--- config.mk ---
export PLATFORM = sky130hd
export DESIGN_NAME = rr_arbiter_seq
export DESIGN_NICKNAME = d
export VERILOG_FILES = /design/src/rtl/rr_arbiter_seq.sv
export SDC_FILE = /design/constraint.sdc
export NUM_CORES = 1
export LEC_CHECK = 0
export CORE_ASPECT_RATIO = 2
export CORE_MARGIN = 2
export CORE_UTILIZATION = 25
export CTS_CLUSTER_DIAMETER = 120
export DETAILED_ROUTE_END_ITERATION = 10
export PLACE_DENSITY = 0.44
export REMOVE_ABC_BUFFERS = 1
export SLEW_MARGIN = 5
export SYNTH_ARGS = -nofsm -noshare
export SYNTH_HDL_FRONTEND = slang
export SYNTH_SLANG_ARGS = --single-unit
--- constraint.sdc ---
create_clock -name clk -period 2.4 [get_ports clk]
set_input_delay 0.48 -clock clk [delete_from_list [all_inputs] [get_ports clk]]
set_output_delay 0.48 -clock clk [all_outputs]
set_load 0.01 [all_outputs]
--- src/rtl/rr_arbiter_seq.sv ---
// rr_arbiter_seq: registered round-robin arbiter with a rotating one-hot
// priority pointer, grant hold while the winner keeps requesting, and a
// hold limit that forces rotation when other channels are waiting.
//
// state   | meaning
// --------+---------------------------------------------------------------
// S_IDLE  | no grant outstanding; arbitrate on any request
// S_GRANT | one channel granted; hold, hand over, or release to idle
//
// All outputs are registers; nothing in req reaches an output without
// passing through a flop.

module rr_arbiter_seq #(
   parameter  int N        = 4,
   parameter  int MAX_HOLD = 8,
   localparam int IW       = (N > 1) ? $clog2(N) : 1
) (
   input  logic          clk,
   input  logic          rst,
   input  logic [N-1:0]  req,
   output logic [N-1:0]  gnt,
   output logic          gnt_valid,
   output logic [IW-1:0] gnt_idx,
   output logic [N-1:0]  prio
);

   // hold counter must be able to represent MAX_HOLD itself (saturation value)
   localparam int HW       = (MAX_HOLD > 0) ? $clog2(MAX_HOLD + 1) : 1;
   localparam int HOLD_LIM = (MAX_HOLD > 0) ? MAX_HOLD - 1 : 0;
   localparam int HOLD_SAT = (MAX_HOLD > 0) ? MAX_HOLD : 0;

   localparam logic [N-1:0]  ONE_N   = {{(N-1){1'b0}}, 1'b1};
   localparam logic [HW-1:0] ONE_H   = {{(HW-1){1'b0}}, 1'b1};
   localparam logic [HW-1:0] LIM_H   = HW'(HOLD_LIM);
   localparam logic [HW-1:0] SAT_H   = HW'(HOLD_SAT);
   localparam logic          LIM_ON  = (MAX_HOLD != 0);

   typedef enum logic {
      S_IDLE  = 1'b0,
      S_GRANT = 1'b1
   } state_t;

   state_t          state_q, state_d;
   logic [N-1:0]    gnt_q, gnt_d;
   logic [N-1:0]    prio_q, prio_d;
   logic [HW-1:0]   hold_q, hold_d;
   logic [IW-1:0]   idx_q;
   logic            valid_q;

   logic [N-1:0]    others;
   logic [N-1:0]    rot_ptr;
   logic [N-1:0]    handover;
   logic            limit_hit;
   logic            winner_drop;
   logic            rel;

   // Lowest set bit of v at or above the pointer bit, wrapping to the
   // lowest set bit overall. p is one-hot, so (p - 1) masks everything
   // strictly below the pointer.
   function automatic logic [N-1:0] pick(input logic [N-1:0] v,
                                         input logic [N-1:0] p);
      logic [N-1:0] upper;
      logic [N-1:0] src;
      upper = v & ~(p - ONE_N);
      src   = (upper != '0) ? upper : v;
      return src & (~src + ONE_N);
   endfunction

   function automatic logic [IW-1:0] to_idx(input logic [N-1:0] oh);
      logic [IW-1:0] idx;
      idx = '0;
      for (int i = 0; i < N; i++) begin
         if (oh[i]) idx = idx | IW'(i);
      end
      return idx;
   endfunction

   function automatic logic [N-1:0] rotl1(input logic [N-1:0] v);
      return {v[N-2:0], v[N-1]};
   endfunction

   assign others      = req & ~gnt_q;
   assign rot_ptr     = rotl1(gnt_q);
   assign handover    = pick(others, rot_ptr);
   assign winner_drop = ((req & gnt_q) == '0);
   // The counter saturates at MAX_HOLD, so ">=" keeps the limit armed for a
   // winner that has been alone for a long time and is then joined by others.
   assign limit_hit   = LIM_ON && (hold_q >= LIM_H);
   assign rel         = winner_drop || (limit_hit && (others != '0));

   // Next-state, next-grant, pointer and hold-counter selection
   always_comb begin
      state_d = state_q;
      gnt_d   = gnt_q;
      prio_d  = prio_q;
      hold_d  = hold_q;
      unique case (state_q)
         S_IDLE: begin
            gnt_d = '0;
            if (req != '0) begin
               gnt_d   = pick(req, prio_q);
               hold_d  = '0;
               state_d = S_GRANT;
            end
         end
         S_GRANT: begin
            if (rel) begin
               // the old winner is excluded via 'others', even if still requesting
               prio_d = rot_ptr;
               hold_d = '0;
               if (handover != '0) begin
                  gnt_d = handover;
               end else begin
                  gnt_d   = '0;
                  state_d = S_IDLE;
               end
            end else if (hold_q < SAT_H) begin
               hold_d = hold_q + ONE_H;
            end
         end
         default: begin
            gnt_d   = '0;
            state_d = S_IDLE;
         end
      endcase
   end

   // State and output registers; synchronous reset overrides everything
   always_ff @(posedge clk) begin
      if (rst) begin
         state_q <= S_IDLE;
         gnt_q   <= '0;
         prio_q  <= ONE_N;
         hold_q  <= '0;
         idx_q   <= '0;
         valid_q <= 1'b0;
      end else begin
         state_q <= state_d;
         gnt_q   <= gnt_d;
         prio_q  <= prio_d;
         hold_q  <= hold_d;
         idx_q   <= to_idx(gnt_d);
         valid_q <= (gnt_d != '0);
      end
   end

   assign gnt       = gnt_q;
   assign gnt_valid = valid_q;
   assign gnt_idx   = idx_q;
   assign prio      = prio_q;

endmodule

# After elaboration in Yosys (flattened, before gate mapping)

Cells that the tools add are included.

Memories: 0
Register bits after elaboration: 16
Bits of input ports: 6
Memory bits (writable): 0
Bits in latches: 0
ROM bits: 0
Logic and storage cells: 55
Output and inout bits: 11

Shift-type cells: 0
Mux-type cells: 17
Bitwise gates (word level): 12
Equal/unequal tests: 2
Add/subtract/negate cells: 5
Multipliers: 0
Div/mod/pow operators: 0
Reduce and logical (&&, ||, !) cells: 11
$lt $le $gt $ge: 2

Operators by type and width:

| kind                | count |
|---|---|
| $mux 4              | 8 |
| $and 4x4->4         | 6 |
| $reduce_bool 4->1   | 6 |
| $not 4->4           | 5 |
| $pmux 4 s2          | 2 |
| $add 4x1->4 const B | 3 |
| $sub 4x1->4 const B | 2 |
| $ge 4x3->1 const B  | 1 |
| $logic_not 4->1     | 1 |
| $lt 4x4->1 const B  | 1 |
| $mux 1              | 4 |
| $mux 2              | 2 |
| $reduce_and 2->1    | 2 |
| $ne 3x1->1 const B  | 1 |
| $ne 2x2->1 const B  | 1 |
| $pmux 1 s2          | 1 |
| $logic_and 1x1->1   | 1 |
| $logic_or 1x1->1    | 1 |
| $not 1->1           | 1 |

# Depth between registers and ports, before layout

Word-level depth: 15
Depth in mapped cells: 9
Gate-level depth less buffers: 8

# Worst setup path before layout

Ideal clock, no wire load.

Path type: register to register
From: register gnt_q[3] (netlist: gnt[3])
To: register idx_q[1] (netlist: gnt_idx[1])
Slack: 386 ps
Library setup time: 74 ps
Arrival time: 1,939 ps
Stages on the path, launching flop included: 10
Period minus slack after synthesis: 2,014 ps
Cell sequence: dfxtp_1 buf_4 inv_1 ha_1 a22oi_1 o31a_2 a221oi_2 and2_4 nand2b_1 a31oi_1

Word-level cells in the longest chain between the ends: 14
Elaborated cells between the ends (all ways): 21
Classes of those cells: add/sub (2); mux (6); bitwise (7); reduce/logical (6)

Ends and longest elaborated chain:

| item                                            | line   | text |
|---|---|---|
| start: declaration                              | 44     | `logic [N-1:0] gnt_q, gnt_d;` |
| start signal: assignment                        | 139    | `gnt_q <= gnt_d;` |
| $sub 4x1->4 / $not 4->4 (equally long branches) | 64, 82 |  |
| $not 4->4 / $and 4x4->4 (equally long branches) | 64, 82 |  |
| $and 4x4->4                                     | 64     | `upper = v & ~(p - ONE_N);` |
| $reduce_bool 4->1                               | 65     | `src = (upper != '0) ? upper : v;` |
| $mux 4                                          | 65     |  |
| $not 4->4                                       | 66     | `return src & (~src + ONE_N);` |
| $add 4x1->4                                     | 66     |  |
| $and 4x4->4                                     | 66     |  |
| $reduce_bool 4->1                               | 111    | `if (handover != '0) begin` |
| $mux 4                                          | 111    |  |
| $mux 4 (*)                                      | 107    | `if (rel) begin` |
| $pmux 4 s2 (*)                                  | 97     | `unique case (state_q)` |
| $mux 2                                          | 73     | `if (oh[i]) idx = idx \| IW'(i);` |
| $mux 2 (*)                                      | 73     |  |
| end signal: assignment                          | 142    | `idx_q <= to_idx(gnt_d);` |
| end: declaration                                | 47     | `logic [IW-1:0] idx_q;` |

Every way passes the cells marked *; elsewhere a longest branch is shown, timed or not.
A chain may end at the register's enable or synchronous reset.

# Worst setup path after layout

From: input req[3]
To: register idx_q[1] (netlist: gnt_idx[1])

Word-level cells in the longest chain between the ends: 13
Elaborated cells between the ends (all ways): 26
Classes of those cells: add/sub (2); mux (8); bitwise (8); reduce/logical (8)

Ends and longest elaborated chain:

| item               | line | text |
|---|---|---|
| start: declaration | 20   | `input logic [N-1:0] req,` |
| $and 4x4->4        | 82   | `assign others = req & ~gnt_q;` |
| $and 4x4->4        | 64   |  |
| $reduce_bool 4->1  | 65   |  |
| $mux 4             | 65   |  |
| $not 4->4          | 66   |  |
| $add 4x1->4        | 66   |  |
| $and 4x4->4        | 66   |  |
| $reduce_bool 4->1  | 111  |  |
| $mux 4             | 111  |  |
| $mux 4             | 107  |  |
| $pmux 4 s2 (*)     | 97   |  |
| $mux 2             | 73   |  |
| $mux 2 (*)         | 73   |  |

Marked as above.

==> run metrics <==
Max Cap Violations=0; layout cells sized above 1=0.215; Rows=35; Routed WL=3.07 mm; Hold WC Path Type=flop to flop; die height=100 um; final cell count without fillers=218; post-synthesis cell count=136; drt via density=5.00; Pins Over Slew Limit=0; Area Growth Syn to Fin=29.1%; post-cts sizing count=0; GRT Overall Usage=0.129; register area share after synthesis=0.277; setup violators final=0; FMAX=0.485 GHz; max incr delay on CP=0.48 ns; initial antenna violation count=0; count of state elements after synthesis=16; Worst slew margin=0.615; synthesized area per cell=8.51 um^2; I/O Buffers=16; CP Data Arrival Time=2.24 ns; status=finished, final reports clean; Ports=17; Critical Path RT=2.57 ns; most common cell in the netlist=dfxtp_1; PwrDens=645 nW/um^2; drt drc=0; hold buffer count at cts=0; die area=5220 um^2; worst r2r src=gnt[0]$_SDFF_PP0_; register area=320 um^2; wire per inst=14.1 um; CP delay by family, top=compound AO/OA/AOI/OAI gates; vias in the first global route=1058; share of the synthesized area in the top cell type=0.277; CTS clk-pin slew, worst paths=0.07 ns; period utilization=0.859; worst skew pair latency=0.26 ns; clk sinks=16; EDFF count, synth=0; largest net degree at the start of global routing=16; CTS buffer count=3; asr flop ratio synth=0; Post-layout nets=173; crit path capture type=flop; footprint of the multi-input gates=769 um^2; Setup Fix Bufs, Post-CTS=0; CTS tree=done; top_reg_cell synth=dfxtp_1; setup repair after global routing missed its margin=no; Yosys top cell by area=dfxtp_1; Final Hold Fails=0; initial DRC count=27; worst path cell trace=clkdlybuf4s50_1, buf_4, a22oi_1, o31a_2, a221oi_2, and2_4, nand2b_1, a31oi_1; # diodes=0; synth warn=0; setup TNS=0 ns; library cells used by synthesis=52; H-tree Lvls=1; via count=1091; Overflow after GRT=0; Core Footprint=4510 um^2; Crit Path Class=primary input to flop; global-route wire length before repair=5.10 mm; worst hold start=hold_q[1]$_SDFFE_PP0P_; critical path peak fanout=5; Commonest cells post-synth=16 x dfxtp_1, 14 x nor2_1, 11 x a21oi_1; Fillers=484; antenna-violating nets left=0; HPWL Detailed=2.31 mm; Fin Clk Skew=0.00266 ns; Mapped Area=1160 um^2; fin crit period=2.06 ns; dpl cells=214; Final Wtd Congestion=0.840; Leak=0.557 nW; Clock Tree Buf Depth=2; Startpoint Class=primary input; Worst setup startpoint=req[3]; DIE WIDTH=52.1 um; Root Driver=clkbuf_8; top cells by area, synth=dfxtp_1 28%, a21oi_1 4.8%, nor2_1 4.5%, nor2b_4 3.6%, a22oi_1 3.2%; setup ws final=0.339 ns; slowest CP cell=clkdlybuf4s50_1; post-place setup slack=0.0865 ns; Starting Density=0.257; Final Power=0.964 mW; drt pass-1 iters=4; worst path bufs/invs=2; worst slew pin tran=0.575 ns; maximum VDD drop=0.332 mV
[layout by cell type (no fill, tap or decap), types with 3 or more instances in the layout]
master / count
clkbuf_8: 4
nand2_1: 10
and2_1: 3
dfxtp_1: 16
nor2b_4: 3
nand3_1: 6
a22oi_1: 5
nand2b_1: 4
inv_1: 5
a21oi_1: 11
o21ai_0: 4
buf_4: 13
ha_1: 3
clkdlybuf4s50_1: 16
nor2b_1: 3
nor2_1: 14
[cell families after synthesis]
logic type / share of synthesized area
AND/OR/NAND/NOR: 0.306
AO/OA/AOI/OAI: 0.294
flip-flops: 0.277
buffers and inverters: 0.0584
adder cells (fa/ha/maj): 0.0324
XOR/XNOR: 0.0151
multiplexers: 0.0173
[worst paths after layout]
check | end | slack [ns] | depth (start not counted)
min reg2reg | hold_q[1]$_SDFFE_PP0P_ | 0.52 | 2
max reg2reg | gnt_idx[1]$_SDFF_PP0_ | 0.36 | 8
min | hold_q[1]$_SDFFE_PP0P_ | 0.52 | 2
max | gnt_idx[1]$_SDFF_PP0_ | 0.34 | 8
[final cells by class]
type / count / area share
Multi-Input combinational cell: 108 / 0.515
Sequential cell: 16 / 0.214
Timing Repair Buffer: 29 / 0.173
Tap cell: 55 / 0.0461
Clock buffer: 4 / 0.0369
Inverter: 6 / 0.0151
[worst register-to-register path, delay by kind of cell, from the launching register on]
family,cells,cell delay (ns)
buffers and inverters,1,0.05
AND/OR/NAND/NOR,2,0.29
AO/OA/AOI/OAI,4,0.90
flip-flops,1,0.36
adder cells (fa/ha/maj),1,0.35
[report_power, final]
group	switching, mW	leakage, nW	internal, mW
clock network	0.107	0.0288	0.146
logic	0.205	0.398	0.184
registers	0.0320	0.131	0.291
[state kept, by name (all words and copies together), names as in the netlist]
| register | count |
|---|---|
| gnt | 4 |
| hold_q | 4 |
| prio | 4 |
| gnt_idx | 2 |
| gnt_valid | 1 |
| state_q | 1 |
[metal layers]
layer / routed length (um) / vias up / share of wire / GRT usage
met4: 110 / 0 / 0.036 / 0.0688
met5: 0 / - / 0 / 0
li1: - / 555 / - / -
met2: 1460 / 36 / 0.48 / 0.204
met1: 1380 / 489 / 0.45 / 0.164
met3: 112 / 11 / 0.037 / 0.0179
[through the flow]
stage	hold slack [ns]	cell area [um^2]	utilization
final	0.519	1490	0.331
after global routing	0.545	1490	0.331
after CTS	0.524	1490	0.331
after detailed placement	0.507	1440	0.319
after global placement	0.502	1440	0.319
after floorplan	0.480	1110	-
(Power assumes the default switching activity.)
